--- config.mk ---
export PLATFORM = sky130hd
export DESIGN_NAME = alu16_arbiter_flat
export DESIGN_NICKNAME = d
export VERILOG_FILES = /design/src/rtl/alu16_arbiter_if.sv /design/src/rtl/alu16_arbiter.sv /design/src/flat_wrapper.sv
export SDC_FILE = /design/constraint.sdc
export NUM_CORES = 1
export LEC_CHECK = 0
export CAP_MARGIN = 20
export CORE_MARGIN = 4
export CORE_UTILIZATION = 40
export CTS_BUF_LIST = sky130_fd_sc_hd__clkbuf_8
export CTS_CLUSTER_DIAMETER = 30
export DETAILED_ROUTE_END_ITERATION = 10
export HOLD_SLACK_MARGIN = 0.1
export PLACE_DENSITY = 0.92
export REMOVE_ABC_BUFFERS = 1
export SETUP_SLACK_MARGIN = 0.5
export SYNTH_ARGS = -nofsm -noshare
export SYNTH_HDL_FRONTEND = slang
export SYNTH_SLANG_ARGS = --single-unit
--- constraint.sdc ---
create_clock -name clk -period 3.8 [get_ports clk]
set_input_delay 0.57 -clock clk [delete_from_list [all_inputs] [get_ports clk]]
set_output_delay 0.57 -clock clk [all_outputs]
set_load 0.005 [all_outputs]
--- src/rtl/alu16_arbiter_if.sv ---
// Bus bundle linking the two ALU requesters, the shared alu16 and the response consumer.
// The arbiter uses the slave modport; the requester/ALU/consumer side uses master.
interface alu16_arbiter_if #(
    parameter int WIDTH = 16,
    parameter int OP_W  = 4
);
    logic             Req0_Valid;
    logic             Req0_Ready;
    logic [WIDTH-1:0] Req0_R;
    logic [WIDTH-1:0] Req0_S;
    logic [OP_W-1:0]  Req0_Op;

    logic             Req1_Valid;
    logic             Req1_Ready;
    logic [WIDTH-1:0] Req1_R;
    logic [WIDTH-1:0] Req1_S;
    logic [OP_W-1:0]  Req1_Op;

    logic [WIDTH-1:0] Alu_R;
    logic [WIDTH-1:0] Alu_S;
    logic [OP_W-1:0]  Alu_Op;
    logic [WIDTH-1:0] Alu_Y;
    logic             Alu_N;
    logic             Alu_Z;
    logic             Alu_C;

    logic             Rsp_Valid;
    logic             Rsp_Ready;
    logic             Rsp_Id;
    logic [WIDTH-1:0] Rsp_Y;
    logic             Rsp_N;
    logic             Rsp_Z;
    logic             Rsp_C;

    modport slave (
        input  Req0_Valid, Req0_R, Req0_S, Req0_Op,
        output Req0_Ready,
        input  Req1_Valid, Req1_R, Req1_S, Req1_Op,
        output Req1_Ready,
        output Alu_R, Alu_S, Alu_Op,
        input  Alu_Y, Alu_N, Alu_Z, Alu_C,
        output Rsp_Valid, Rsp_Id, Rsp_Y, Rsp_N, Rsp_Z, Rsp_C,
        input  Rsp_Ready
    );

    modport master (
        output Req0_Valid, Req0_R, Req0_S, Req0_Op,
        input  Req0_Ready,
        output Req1_Valid, Req1_R, Req1_S, Req1_Op,
        input  Req1_Ready,
        input  Alu_R, Alu_S, Alu_Op,
        output Alu_Y, Alu_N, Alu_Z, Alu_C,
        input  Rsp_Valid, Rsp_Id, Rsp_Y, Rsp_N, Rsp_Z, Rsp_C,
        output Rsp_Ready
    );
endinterface

--- src/rtl/alu16_arbiter.sv ---
// Two-requester arbiter in front of one combinational alu16, one operation in flight.
// Define ALU_ARB_PERF_EN to add saturating per-requester grant counters.
module alu16_arbiter #(
    parameter int WIDTH = 16,
    parameter int OP_W  = 4,
    parameter int RR_EN = 1
) (
    input  logic clk,
    input  logic reset_n,
    alu16_arbiter_if.slave bus
`ifdef ALU_ARB_PERF_EN
    ,
    output logic [15:0] Grant_Cnt0,
    output logic [15:0] Grant_Cnt1
`endif
);

    typedef enum logic [1:0] {
        IDLE = 2'd0,
        EXEC = 2'd1,
        RESP = 2'd2
    } state_t;

    state_t           state_q, state_d;
    logic             grant_id;
    logic             transfer;
    logic             last_id_q, last_id_d;
    logic [WIDTH-1:0] alu_r_q, alu_r_d;
    logic [WIDTH-1:0] alu_s_q, alu_s_d;
    logic [OP_W-1:0]  alu_op_q, alu_op_d;
    logic             rsp_id_q, rsp_id_d;
    logic [WIDTH-1:0] rsp_y_q, rsp_y_d;
    logic             rsp_n_q, rsp_n_d;
    logic             rsp_z_q, rsp_z_d;
    logic             rsp_c_q, rsp_c_d;

    // On contention round-robin favours whoever did not win last time.
    always_comb begin
        grant_id = 1'b0;
        if (bus.Req0_Valid && bus.Req1_Valid) begin
            grant_id = (RR_EN != 0) ? ~last_id_q : 1'b0;
        end else if (bus.Req1_Valid) begin
            grant_id = 1'b1;
        end
        transfer = reset_n && (state_q == IDLE) && (bus.Req0_Valid || bus.Req1_Valid);
    end

    always_ff @(posedge clk) begin
        if (!reset_n) begin
            state_q <= IDLE;
        end else begin
            state_q <= state_d;
        end
    end

    always_comb begin
        state_d = state_q;
        unique case (state_q)
            IDLE:    if (transfer) state_d = EXEC;
            EXEC:    state_d = RESP;
            RESP:    if (bus.Rsp_Ready) state_d = IDLE;
            default: state_d = IDLE;
        endcase
    end

    always_comb begin
        bus.Req0_Ready = transfer && !grant_id;
        bus.Req1_Ready = transfer && grant_id;
        bus.Rsp_Valid  = (state_q == RESP);
    end

    always_comb begin
        last_id_d = last_id_q;
        alu_r_d   = alu_r_q;
        alu_s_d   = alu_s_q;
        alu_op_d  = alu_op_q;
        rsp_id_d  = rsp_id_q;
        rsp_y_d   = rsp_y_q;
        rsp_n_d   = rsp_n_q;
        rsp_z_d   = rsp_z_q;
        rsp_c_d   = rsp_c_q;
        if (transfer) begin
            last_id_d = grant_id;
            alu_r_d   = grant_id ? bus.Req1_R  : bus.Req0_R;
            alu_s_d   = grant_id ? bus.Req1_S  : bus.Req0_S;
            alu_op_d  = grant_id ? bus.Req1_Op : bus.Req0_Op;
        end
        // The ALU has had a full cycle on the registered operands by the end of EXEC.
        if (state_q == EXEC) begin
            rsp_id_d = last_id_q;
            rsp_y_d  = bus.Alu_Y;
            rsp_n_d  = bus.Alu_N;
            rsp_z_d  = bus.Alu_Z;
            rsp_c_d  = bus.Alu_C;
        end
    end

    always_ff @(posedge clk) begin
        if (!reset_n) begin
            last_id_q <= 1'b1;
            alu_r_q   <= '0;
            alu_s_q   <= '0;
            alu_op_q  <= '0;
            rsp_id_q  <= 1'b0;
            rsp_y_q   <= '0;
            rsp_n_q   <= 1'b0;
            rsp_z_q   <= 1'b0;
            rsp_c_q   <= 1'b0;
        end else begin
            last_id_q <= last_id_d;
            alu_r_q   <= alu_r_d;
            alu_s_q   <= alu_s_d;
            alu_op_q  <= alu_op_d;
            rsp_id_q  <= rsp_id_d;
            rsp_y_q   <= rsp_y_d;
            rsp_n_q   <= rsp_n_d;
            rsp_z_q   <= rsp_z_d;
            rsp_c_q   <= rsp_c_d;
        end
    end

    assign bus.Alu_R  = alu_r_q;
    assign bus.Alu_S  = alu_s_q;
    assign bus.Alu_Op = alu_op_q;
    assign bus.Rsp_Id = rsp_id_q;
    assign bus.Rsp_Y  = rsp_y_q;
    assign bus.Rsp_N  = rsp_n_q;
    assign bus.Rsp_Z  = rsp_z_q;
    assign bus.Rsp_C  = rsp_c_q;

`ifdef ALU_ARB_PERF_EN
    logic [15:0] cnt0_q, cnt0_d;
    logic [15:0] cnt1_q, cnt1_d;

    // Counters stick at all-ones instead of wrapping.
    always_comb begin
        cnt0_d = cnt0_q;
        cnt1_d = cnt1_q;
        if (transfer && !grant_id && (cnt0_q != 16'hFFFF)) cnt0_d = cnt0_q + 16'd1;
        if (transfer && grant_id && (cnt1_q != 16'hFFFF)) cnt1_d = cnt1_q + 16'd1;
    end

    always_ff @(posedge clk) begin
        if (!reset_n) begin
            cnt0_q <= 16'd0;
            cnt1_q <= 16'd0;
        end else begin
            cnt0_q <= cnt0_d;
            cnt1_q <= cnt1_d;
        end
    end

    assign Grant_Cnt0 = cnt0_q;
    assign Grant_Cnt1 = cnt1_q;
`endif

endmodule

--- src/flat_wrapper.sv ---
// flat-port wrapper written by rule: the top's interface ports become plain ports
module alu16_arbiter_flat 
#(
    parameter int WIDTH = 16,
    parameter int OP_W  = 4,
    parameter int RR_EN = 1
)
  (clk, reset_n, bus_Req0_Valid, bus_Req0_R, bus_Req0_S, bus_Req0_Op, bus_Req0_Ready, bus_Req1_Valid, bus_Req1_R, bus_Req1_S, bus_Req1_Op, bus_Req1_Ready, bus_Alu_R, bus_Alu_S, bus_Alu_Op, bus_Alu_Y, bus_Alu_N, bus_Alu_Z, bus_Alu_C, bus_Rsp_Valid, bus_Rsp_Id, bus_Rsp_Y, bus_Rsp_N, bus_Rsp_Z, bus_Rsp_C, bus_Rsp_Ready);
  alu16_arbiter_if #(.WIDTH(WIDTH), .OP_W(OP_W)) bus_i ();
  input  logic clk;
  input  logic reset_n;
  input wire logic [$bits(bus_i.Req0_Valid)-1:0] bus_Req0_Valid;
  input wire logic [$bits(bus_i.Req0_R)-1:0] bus_Req0_R;
  input wire logic [$bits(bus_i.Req0_S)-1:0] bus_Req0_S;
  input wire logic [$bits(bus_i.Req0_Op)-1:0] bus_Req0_Op;
  output wire logic [$bits(bus_i.Req0_Ready)-1:0] bus_Req0_Ready;
  input wire logic [$bits(bus_i.Req1_Valid)-1:0] bus_Req1_Valid;
  input wire logic [$bits(bus_i.Req1_R)-1:0] bus_Req1_R;
  input wire logic [$bits(bus_i.Req1_S)-1:0] bus_Req1_S;
  input wire logic [$bits(bus_i.Req1_Op)-1:0] bus_Req1_Op;
  output wire logic [$bits(bus_i.Req1_Ready)-1:0] bus_Req1_Ready;
  output wire logic [$bits(bus_i.Alu_R)-1:0] bus_Alu_R;
  output wire logic [$bits(bus_i.Alu_S)-1:0] bus_Alu_S;
  output wire logic [$bits(bus_i.Alu_Op)-1:0] bus_Alu_Op;
  input wire logic [$bits(bus_i.Alu_Y)-1:0] bus_Alu_Y;
  input wire logic [$bits(bus_i.Alu_N)-1:0] bus_Alu_N;
  input wire logic [$bits(bus_i.Alu_Z)-1:0] bus_Alu_Z;
  input wire logic [$bits(bus_i.Alu_C)-1:0] bus_Alu_C;
  output wire logic [$bits(bus_i.Rsp_Valid)-1:0] bus_Rsp_Valid;
  output wire logic [$bits(bus_i.Rsp_Id)-1:0] bus_Rsp_Id;
  output wire logic [$bits(bus_i.Rsp_Y)-1:0] bus_Rsp_Y;
  output wire logic [$bits(bus_i.Rsp_N)-1:0] bus_Rsp_N;
  output wire logic [$bits(bus_i.Rsp_Z)-1:0] bus_Rsp_Z;
  output wire logic [$bits(bus_i.Rsp_C)-1:0] bus_Rsp_C;
  input wire logic [$bits(bus_i.Rsp_Ready)-1:0] bus_Rsp_Ready;
  assign bus_i.Req0_Valid = bus_Req0_Valid;
  assign bus_i.Req0_R = bus_Req0_R;
  assign bus_i.Req0_S = bus_Req0_S;
  assign bus_i.Req0_Op = bus_Req0_Op;
  assign bus_Req0_Ready = bus_i.Req0_Ready;
  assign bus_i.Req1_Valid = bus_Req1_Valid;
  assign bus_i.Req1_R = bus_Req1_R;
  assign bus_i.Req1_S = bus_Req1_S;
  assign bus_i.Req1_Op = bus_Req1_Op;
  assign bus_Req1_Ready = bus_i.Req1_Ready;
  assign bus_Alu_R = bus_i.Alu_R;
  assign bus_Alu_S = bus_i.Alu_S;
  assign bus_Alu_Op = bus_i.Alu_Op;
  assign bus_i.Alu_Y = bus_Alu_Y;
  assign bus_i.Alu_N = bus_Alu_N;
  assign bus_i.Alu_Z = bus_Alu_Z;
  assign bus_i.Alu_C = bus_Alu_C;
  assign bus_Rsp_Valid = bus_i.Rsp_Valid;
  assign bus_Rsp_Id = bus_i.Rsp_Id;
  assign bus_Rsp_Y = bus_i.Rsp_Y;
  assign bus_Rsp_N = bus_i.Rsp_N;
  assign bus_Rsp_Z = bus_i.Rsp_Z;
  assign bus_Rsp_C = bus_i.Rsp_C;
  assign bus_i.Rsp_Ready = bus_Rsp_Ready;
  alu16_arbiter #(.WIDTH(WIDTH), .OP_W(OP_W), .RR_EN(RR_EN)) u_core (.clk(clk), .reset_n(reset_n), .bus(bus_i));
endmodule
==> impl_results.md, run 1 <==
* Post-cts resize count at 0
* Via count at ~2600
* CTS buffer count at 9
* DR pass1 iterations at 4
* WP data arrival at about 2500 ps
* Syn. warnings at 0
* Hold WS at ~460 ps
* Mapped Cells at 269
* Starting Density at between 40 and 50%
* Setup Skew at between 9 and 10 ps
* Core area at 5642 sq um
* Die X at 85.15 um
* Outcome: complete, no violations
* P_leak at about 1.6 nW
* H-tree depth at 3
* ANT nets after route at 0
* Largest cells by area after synthesis: dfxtp_1, a221o_1, nand2_1
* DPL Wire Length at 5803 um
* # port buffers at 154
* Finish-stage setup viols at 0
* Post-route non-filler standard cell count at 491
* FF-to-FF path depth at 4
* Dpl cells at 476
* Max-cap violations at 0
* Final WL at 8048 um
* Antenna violations before repair at 0
* Initial drt markers at 134
* Setup repair after global routing missed its margin: no
* Row cnt at 27
* Placer congestion estimate at approximately 0.8
* Final-report hold violation count at 0
* Placed instance area at 3959 sq um
* Clk_lat worst skew at ~330 ps
* Clock tree root buffer cell: clkbuf_8
* Netlist cell types at 21
* Max VDD drop at between 0.2 and 0.25 mV
* Post-synthesis sequential area ratio at 49.61%
* Worst Max-Slew Pin Slew at about 690 ps
* Reg2reg start: u_core.state_q[1]
* Post-route cell area at 4138 sq um
* Number of setup buffers added after CTS at 0
* Critical path data required time at ~3200 ps
* Min cycle time layout at 3107 ps
* DRC viols at 0
* Diodes inserted at 0
* Number of clock sinks at between 50 and 60
* Tcrit/Tclk final at 81.75%
* FILL cells at 414
* Post-route setup TNS at 0 ps
* Clock transition at path regs at 60 ps
* Synth top area share at between 40 and 50%
* Routed len/inst at 16.39 um
* Vias in the first global route at 2647
* CTS tree: yes
* Register bit total from synthesis at 59
* Fmax achieved at approximately 0.32 GHz
* Pin count of the biggest net entering global routing at 38
* HP Class: flop to flop
* Hold_buf cts at 0
* Post-Syn Area per Cell at 8.851 sq um
* Die Footprint at just over 7000 sq um
* Crit Path Category: primary input to primary output
* RR Endpoint: u_core.bus.Alu_R[0]
* Layout Nets at 511
* Pwr dens at around 390 nW/um^2
* Relative slew slack at 53.68%
* Tot GR Track Use at 21.84%
* Grt ovf at 0
* CP Capture Type: primary output
* Hold Path Sink: u_core.bus.Rsp_Y[5]
* FF-to-FF setup slack at 1780 ps
* Slew Limit Fails at 0
* First-pass GRT wire length at 12740 um
* Synthesized area at 2381 sq um
* CP max FO at 14
* CTS max path bufs at 2
* Die H at 85.15 um
* Crit start category: primary input
* DR vias/cell at around 5.3
* Share of cells above drive strength 1 at ~5.7%
* Total Power at 1.596 mW
* Synthesis-to-layout area growth at 73.78%
* Number of top-level pins at 155
* Hold Crit Start: u_core.bus.Rsp_Y[5]
* Hold path depth at 2
* Synth area leader: dfxtp_1
-- critical path: stages --
cell and delay (ps):
clkdlybuf4s50_1 480, or3b_1 630, a211oi_4 310, clkdlybuf4s50_1 540
-- layer usage --
metal | up-vias | wire length [um] | GRT usage, %
li1 | 1253 | - | -
met1 | 1238 | 3389 | 26.46
met2 | 118 | 3739 | 35.66
met3 | 15 | 754 | 7.087
met4 | 0 | 163 | 8.921
met5 | - | 0 | 0
-- cells in the mapped netlist, drive strengths merged --
cell type / count
inv: 1
nand3b: 1
nor3: 36
nand2: 76
a211oi: 1
a221o: 36
o21ai: 1
nand2b: 1
o21a: 1
a21boi: 20
buf: 7
nor2b: 4
or3b: 1
o31a: 1
dfxtp: 59
nor2: 2
clkbuf: 20
nor3b: 1
-- worst max-delay path by stage --
stage	startpoint	to	slack (ps)	cells past startpoint
6_report	reset_n	bus_Req1_Ready	690	4
5_1_grt	reset_n	bus_Req1_Ready	620	4
4_1_cts	reset_n	bus_Req1_Ready	680	4
3_5_place_dp	reset_n	bus_Req1_Ready	700	4
3_3_place_gp	reset_n	bus_Req1_Ready	710	4
2_1_floorplan	reset_n	bus_Req1_Ready	540	2
-- through the flow --
step	setup WS, ps	utilization [%]
2_1_floorplan	543.1	-
3_3_place_gp	712.6	70.17
3_5_place_dp	701.8	70.17
4_1_cts	684.8	73.34
5_1_grt	617.7	73.34
6_report	693.4	73.34
-- logic make-up (layout without fill, tap and decap cells) --
kind of cell / count (synthesis) / after routing / share of synthesized area, %
DFF: 59 / 59 / 49.61
AOI/OAI and AO/OA: 60 / 60 / 22.86
buffers and inverters: 28 / 178 / 5.359
and+or+nand+nor: 122 / 122 / 22.18
-- power breakdown --
part	total [mW]	internal, mW	switching, mW
registers	0.712	0.677	0.0348
logic	0.377	0.238	0.139
clock network	0.507	0.282	0.225
total	1.60	1.20	0.399
-- area by class of cell --
cell class	count	area, sq um	area share [%]
timing repair buffer	162	1602	38.71
multi-input combinational	182	1082	26.16
clock inverter	3	13.76	0.3326
clock buffer	12	165.2	3.992
sequential	59	1181	28.55
tap	72	90.09	2.177
inverter	1	3.754	0.09072
-- layout by cell type (no fill, tap or decap) --
cell               n
o31a_1             1
nor3b_1            1
dfxtp_1           59
clkbuf_8          12
buf_4              8
nor3_1            36
clkinv_2           2
inv_1              2
nor2b_2            1
or3b_1             1
o21a_1             1
nor2_1             2
a221o_1           36
nor2b_1            3
nand2b_1           1
a21boi_0          20
nand3b_1           1
o21ai_0            1
clkdlybuf4s50_1  154
nand2_1           76
a211oi_4           1
-- state kept, by name (all words and copies together) (netlist names) --
name               cells
u_core.bus.Rsp_Id      1
u_core.bus.Alu_R      16
u_core.bus.Rsp_C       1
u_core.bus.Alu_S      16
u_core.bus.Rsp_N       1
u_core.last_id_q       1
u_core.state_q         2
u_core.bus.Rsp_Z       1
u_core.bus.Rsp_Y      16
u_core.bus.Alu_Op      4
(Power assumes the default switching activity.)
==> inputs of run 2 (changes only) <==
--- a/config.mk
+++ b/config.mk
@@ -7,12 +7,12 @@
 export LEC_CHECK = 0
 export CAP_MARGIN = 20
 export CORE_MARGIN = 4
-export CORE_UTILIZATION = 40
+export CORE_UTILIZATION = 37
 export CTS_BUF_LIST = sky130_fd_sc_hd__clkbuf_8
 export CTS_CLUSTER_DIAMETER = 30
 export DETAILED_ROUTE_END_ITERATION = 10
 export HOLD_SLACK_MARGIN = 0.1
-export PLACE_DENSITY = 0.92
+export PLACE_DENSITY = 0.86
 export REMOVE_ABC_BUFFERS = 1
 export SETUP_SLACK_MARGIN = 0.5
 export SYNTH_ARGS = -nofsm -noshare
==> constraint.sdc (replaced) <==
create_clock -name clk -period 3 [get_ports clk]
set_input_delay 0.45 -clock clk [delete_from_list [all_inputs] [get_ports clk]]
set_output_delay 0.45 -clock clk [all_outputs]
set_load 0.005 [all_outputs]
==> run 2 against run 1 <==
  * Critical path depth unchanged
  * Critical endpoint unchanged
  * Cell count rose by 1.2%
  * Worst hold slack barely moved
  * Final area rose by 1.0%
  * Clock skew hardly changed
  * Count of clock-buffer cells in the layout is 2 lower
  * Combinational power increased by 27%
  * Global-route usage fell by 1.3 points
  * Clock power is 42% higher
==> impl_results.md, run 2 (synthesized netlist as in run 1, its figures left out) <==
* CP Capture Type: primary output
* Slew Limit Fails at 0
* Hold path depth at 2
* Final WL at 7999 um
* Starting Density at 39.06%
* Tcrit/Tclk final at between 70% and 80%
* Outcome: complete, no violations
* Worst Max-Slew Pin Slew at 718.4 ps
* Finish-stage setup viols at 0
* Clock transition at path regs at 60 ps
* HP Class: flop to flop
* CTS tree: yes
* Routed len/inst at 16.09 um
* Die Footprint at roughly 8000 sq um
* DR pass1 iterations at 4
* Die X at 88.22 um
* Number of clock sinks at between 50 and 60
* Max-cap violations at 0
* CP bufs+invs at 2
* Via count at 2567
* Worst path depth at 4
* Setup Skew at 9.468 ps
* Final-report hold violation count at 0
* Initial drt markers at 82
* FF-to-FF path depth at 4
* Cell Int Power at 1.566 mW
* Critical Path Slowest Stage Cell: clkdlybuf4s50_1
* Pin count of the biggest net entering global routing at 38
* Post-route cell area at 4180 sq um
* Crit-path cells: clkdlybuf4s50_1, or3b_4, a211oi_4, dlygate4sd2_1
* CP max FO at 4
* Max VDD drop at just under 0.3 mV
* Crit start category: primary input
* Fmax achieved at 0.4325 GHz
* Total Power at ~2.1 mW
* Min cycle time layout at 2312 ps
* Sequential standard cell area at between 1000 and 1500 sq um
* Setup repair after global routing missed its margin: no
* DPL Wire Length at around 5800 um
* First-pass GRT wire length at approximately 12000 um
* Clock tree root buffer cell: clkbuf_8
* Diodes inserted at 0
* Antenna violations before repair at 0
* Fin util at 68.58%
* Placer congestion estimate at 0.7669
* # port buffers at roughly 150
* P_leak at ~1.6 nW
* Synthesis-to-layout area growth at 75.56%
* Number of setup buffers added after CTS at 0
* Share of cells above drive strength 1 at 6.872%
* CTS buffer count at 9
* Grt ovf at 0
* Sequential Power Share at 42.9%
* Critical path data required time at 2550 ps
* Sw Pwr at between 500 and 600 uW
* Most common cell after layout, fill and taps aside: clkdlybuf4s50_1
* H-tree depth at 3
* Crit Path Category: primary input to primary output
* Core area at 6096 sq um
* Number of top-level pins at 155
* Relative slew slack at ~52%
* Switching portion of total power at 25.52%
* Clock power frac at around 34%
* Layout Nets at 513
* Most frequent cells in the layout: clkdlybuf4s50_1, nand2_1, dfxtp_1, nor3_1, a221o_1
* Pwr dens at 502.8 nW/um^2
* Multi-input gate area at 1085 sq um
* CTS max path bufs at 2
* Hold_buf cts at 0
* Row cnt at 28
* WP data arrival at between 1500 and 2000 ps
* DRC viols at 0
* FILL cells at 490
* Comb pwr share at 22.7%
* Die H at 88.22 um
* Clk_lat worst skew at 330 ps
* CP delay by family, top: buffers and inverters
* Placed instance area at around 4000 sq um
* Slowest stage delay, CP at 470 ps
* Tot GR Track Use at 20.57%
* Vias in the first global route at 2630
* DR vias/cell at 5.165
* ANT nets after route at 0
## run 2: cell count changes in the layout (fill, tap and decap cells not counted), sizes merged
cell,before,now
clkdlybuf4s50,154,152
buf,8,10
bufinv,0,1
clkbuf,12,10
dlygate4sd2,0,2
inv,2,1
clkinvlp,0,4
clkinv,2,1
## run 2: layer usage
metal | track usage (%) | routed length [um] | share of wire [%] | up-vias
li1 | - | - | - | 1253
met1 | 23.84 | 3279 | 41 | 1192
met2 | 35.35 | 3874 | 48 | 114
met3 | 6.704 | 784 | 9.8 | 8
met4 | 7.692 | 61 | 0.76 | 0
met5 | 0 | 0 | 0 | -
## run 2: final cells by class
type,instances,share of cell area [%]
sequential,59,28.25
inverter,1,0.08979
clock inverter,6,1.556
multi-input combinational,182,25.95
timing repair buffer,164,38.61
clock buffer,10,3.292
tap,75,2.245
## run 2: stage by stage
stage,cells,hold WS (ps),worst slack (ps),setup TNS [ps]
floorplan,242,459.9,-16.93,-16.93
global placement,481,449.8,291.2,0
detailed placement,481,456.3,348.4,0
CTS,497,464.8,686.1,0
global route,497,493.0,619.9,0
finish,497,462.0,687.9,0
## run 2: path summary, 6_finish.rpt
check / start / end / slack [ps]
max: reset_n / bus_Req1_Ready / 690
min: u_core.bus.Rsp_Y[8] / u_core.bus.Rsp_Y[8] / 460
max reg2reg: u_core.state_q[1] / u_core.bus.Alu_S[1] / 1270
min reg2reg: u_core.bus.Rsp_Y[8] / u_core.bus.Rsp_Y[8] / 460
## run 2: worst min-delay path: cells and delay by family (launching register included)
| kind | cells | cell delay [ps] |
|---|---|---|
| DFF | 1 | 310 |
| and+or+nand+nor | 1 | 40 |
| AOI/OAI and AO/OA | 1 | 60 |
## run 2: power groups by stage
stage	combinational (mW)	sequential [mW]	clock (mW)
after CTS	0.482	0.901	0.738
after floorplan	0.139	0.917	0
final	0.478	0.902	0.722
after detailed placement	0.481	0.915	0
after global routing	0.517	0.910	0.779
after global placement	0.471	0.915	0
## run 2: repair_timing
action | in CTS | in global routing
resized for setup | 3 | 0
setup endpoints to repair | 2 | 0
hold endpoints to repair | 0 | 0
==> inputs of run 3 (changes only) <==
--- a/config.mk
+++ b/config.mk
@@ -7,12 +7,12 @@
 export LEC_CHECK = 0
 export CAP_MARGIN = 20
 export CORE_MARGIN = 4
-export CORE_UTILIZATION = 37
+export CORE_UTILIZATION = 34
 export CTS_BUF_LIST = sky130_fd_sc_hd__clkbuf_8
 export CTS_CLUSTER_DIAMETER = 30
 export DETAILED_ROUTE_END_ITERATION = 10
 export HOLD_SLACK_MARGIN = 0.1
-export PLACE_DENSITY = 0.86
+export PLACE_DENSITY = 0.83
 export REMOVE_ABC_BUFFERS = 1
 export SETUP_SLACK_MARGIN = 0.5
 export SYNTH_ARGS = -nofsm -noshare
==> constraint.sdc (replaced) <==
create_clock -name clk -period 2.1 [get_ports clk]
set_input_delay 0.315 -clock clk [delete_from_list [all_inputs] [get_ports clk]]
set_output_delay 0.315 -clock clk [all_outputs]
set_load 0.005 [all_outputs]
==> run 3 against run 2 <==
  * Global-route usage fell by 1.8 points
  * Critical endpoint unchanged
  * Largest cell class unchanged
  * Register-to-register slack got worse by 690 ps
  * Sequential cell count did not move
  * Clock power rose by 40%
  * Combinational power rose by 46%
  * Total power rose by 43%
  * Via count rose by 0.78%
  * Utilization fell by 5.9 points
==> impl_results.md, run 3 (synthesized netlist as in run 1, its figures left out) <==
* Clock tree root buffer cell: clkbuf_8
* # port buffers at 154
* Die H at between 90 and 100 um
* H-tree depth at 3
* Final worst setup slack at 340.8 ps
* Finish-stage setup viols at 0
* CTS buffer count at 9
* CTS tree: yes
* Setup Skew at 6.465 ps
* Comb pwr share at 23.3%
* Clk_lat worst skew at 330 ps
* DRC viols at 0
* Cell Int Power at 2.240 mW
* Share of cells above drive strength 1 at 8.685%
* DPL Wire Length at between 5000 and 6000 um
* ANT nets after route at 0
* DR vias/cell at 4.956
* WP data arrival at 1440 ps
* Most common cell after layout, fill and taps aside: clkdlybuf4s50_1
* Sequential Power Share at 42.9%
* Worst slack, placed at -331.6 ps
* Setup repair after global routing missed its margin: yes
* DR pass1 iterations at 4
* Final WL at around 8000 um
* Number of top-level pins at 155
* Tot GR Track Use at 18.77%
* Fin util at 62.69%
* Clock transition at path regs at ~60 ps
* Diodes inserted at 0
* Switching portion of total power at 25.21%
* Relative slew slack at 75.34%
* Final-report hold violation count at 0
* CP max FO at 4
* Sw Pwr at 755.3 uW
* P_leak at 1.620 nW
* Worst Max-Slew Pin Slew at 369.9 ps
* Crit Path Category: flop to primary output
* HP Class: flop to flop
* Via count at 2587
* Critical path data required time at about 1800 ps
* Most frequent cells in the layout: clkdlybuf4s50_1, nand2_1, dfxtp_1, nor3_1, a221o_1
* Fmax achieved at 0.5685 GHz
* First-pass GRT wire length at 12620 um
* Antenna violations before repair at 0
* Grt ovf at 0
* Hold_buf cts at 0
* Die X at between 90 and 100 um
* Die Footprint at 8406 sq um
* Number of clock sinks at 59
* Max-cap violations at 0
* CP Capture Type: primary output
* Vias in the first global route at between 2000 and 3000
* Routed len/inst at ~15 um
* Min cycle time layout at 1759 ps
* Slew Limit Fails at 0
* Layout Nets at 517
* Core area at ~6800 sq um
* Pwr dens at 703.4 nW/um^2
* Pin count of the biggest net entering global routing at 38
* Row cnt at 30
* Initial drt markers at between 100 and 150
* Max VDD drop at 0.2716 mV
* Crit start category: flop
* Placer congestion estimate at 0.7974
* Clock power frac at 33.8%
* Tcrit/Tclk final at 83.77%
* Starting Density at 35.05%
* Outcome: complete, no violations
* CTS max path bufs at 2
* Synthesis-to-layout area growth at 78.88%
run 3: final cells by class:
class | instances | area [sq um]
clock buffer | 10 | 137.6
multi-input combinational | 182 | 1092
inverter | 1 | 3.754
fill | 591 | 2535
sequential | 59 | 1182
tap | 96 | 120.1
clock inverter | 6 | 56.30
timing repair buffer | 168 | 1667
run 3: power by group through the flow:
stage                     combinational (mW)  sequential, mW  clock, mW
final                                  0.698            1.29       1.01
after global routing                   0.754            1.30       1.09
after CTS                              0.695            1.29       1.05
after detailed placement               0.690            1.31          0
after global placement                 0.679            1.31          0
after floorplan                        0.198            1.31          0
run 3: critical path, stage by stage (launching register included):
cell	delay (ps)
dfxtp_2	320
or3b_4	430
a211oi_4	210
buf_2	160
run 3: repair_timing:
action | in CTS | in global routing
pin swaps | 2 | 1
buffers inserted | 1 | 0
cloned | 0 | 1
resized for setup | 16 | 3
setup endpoints to repair | 40 | 39
run 3: metrics by stage:
stage          total power [mW]  setup TNS [ps]  area, sq um  cells  hold slack (ps)
6_report                  2.996               0         4259    522            462.0
5_1_grt                   3.144               0         4259    522            484.1
4_1_cts                   3.026               0         4227    521            465.7
3_5_place_dp              1.997           -6526         4019    504            456.3
3_3_place_gp              1.987           -6638         4019    504            449.4
2_1_floorplan             1.509          -27770         2257    242            403.2
run 3: metal layers:
layer | up-vias | share of wire [%] | track usage, %
li1 | 1268 | - | -
met4 | 0 | 2.0 | 8.291
met2 | 142 | 46 | 30.74
met3 | 17 | 9.4 | 5.824
met5 | - | 0 | 0
met1 | 1160 | 43 | 22.54
run 3: final timing paths:
check / cells past startpoint / slack, ps / startpoint / endpoint
worst min register to register: 2 / 460 / u_core.bus.Rsp_Z / u_core.bus.Rsp_Z
worst max-delay path: 3 / 340 / u_core.state_q[0] / bus_Req1_Ready
worst min-delay path: 2 / 460 / u_core.bus.Rsp_Z / u_core.bus.Rsp_Z
worst max register to register: 5 / 580 / u_core.state_q[0] / u_core.bus.Alu_Op[0]
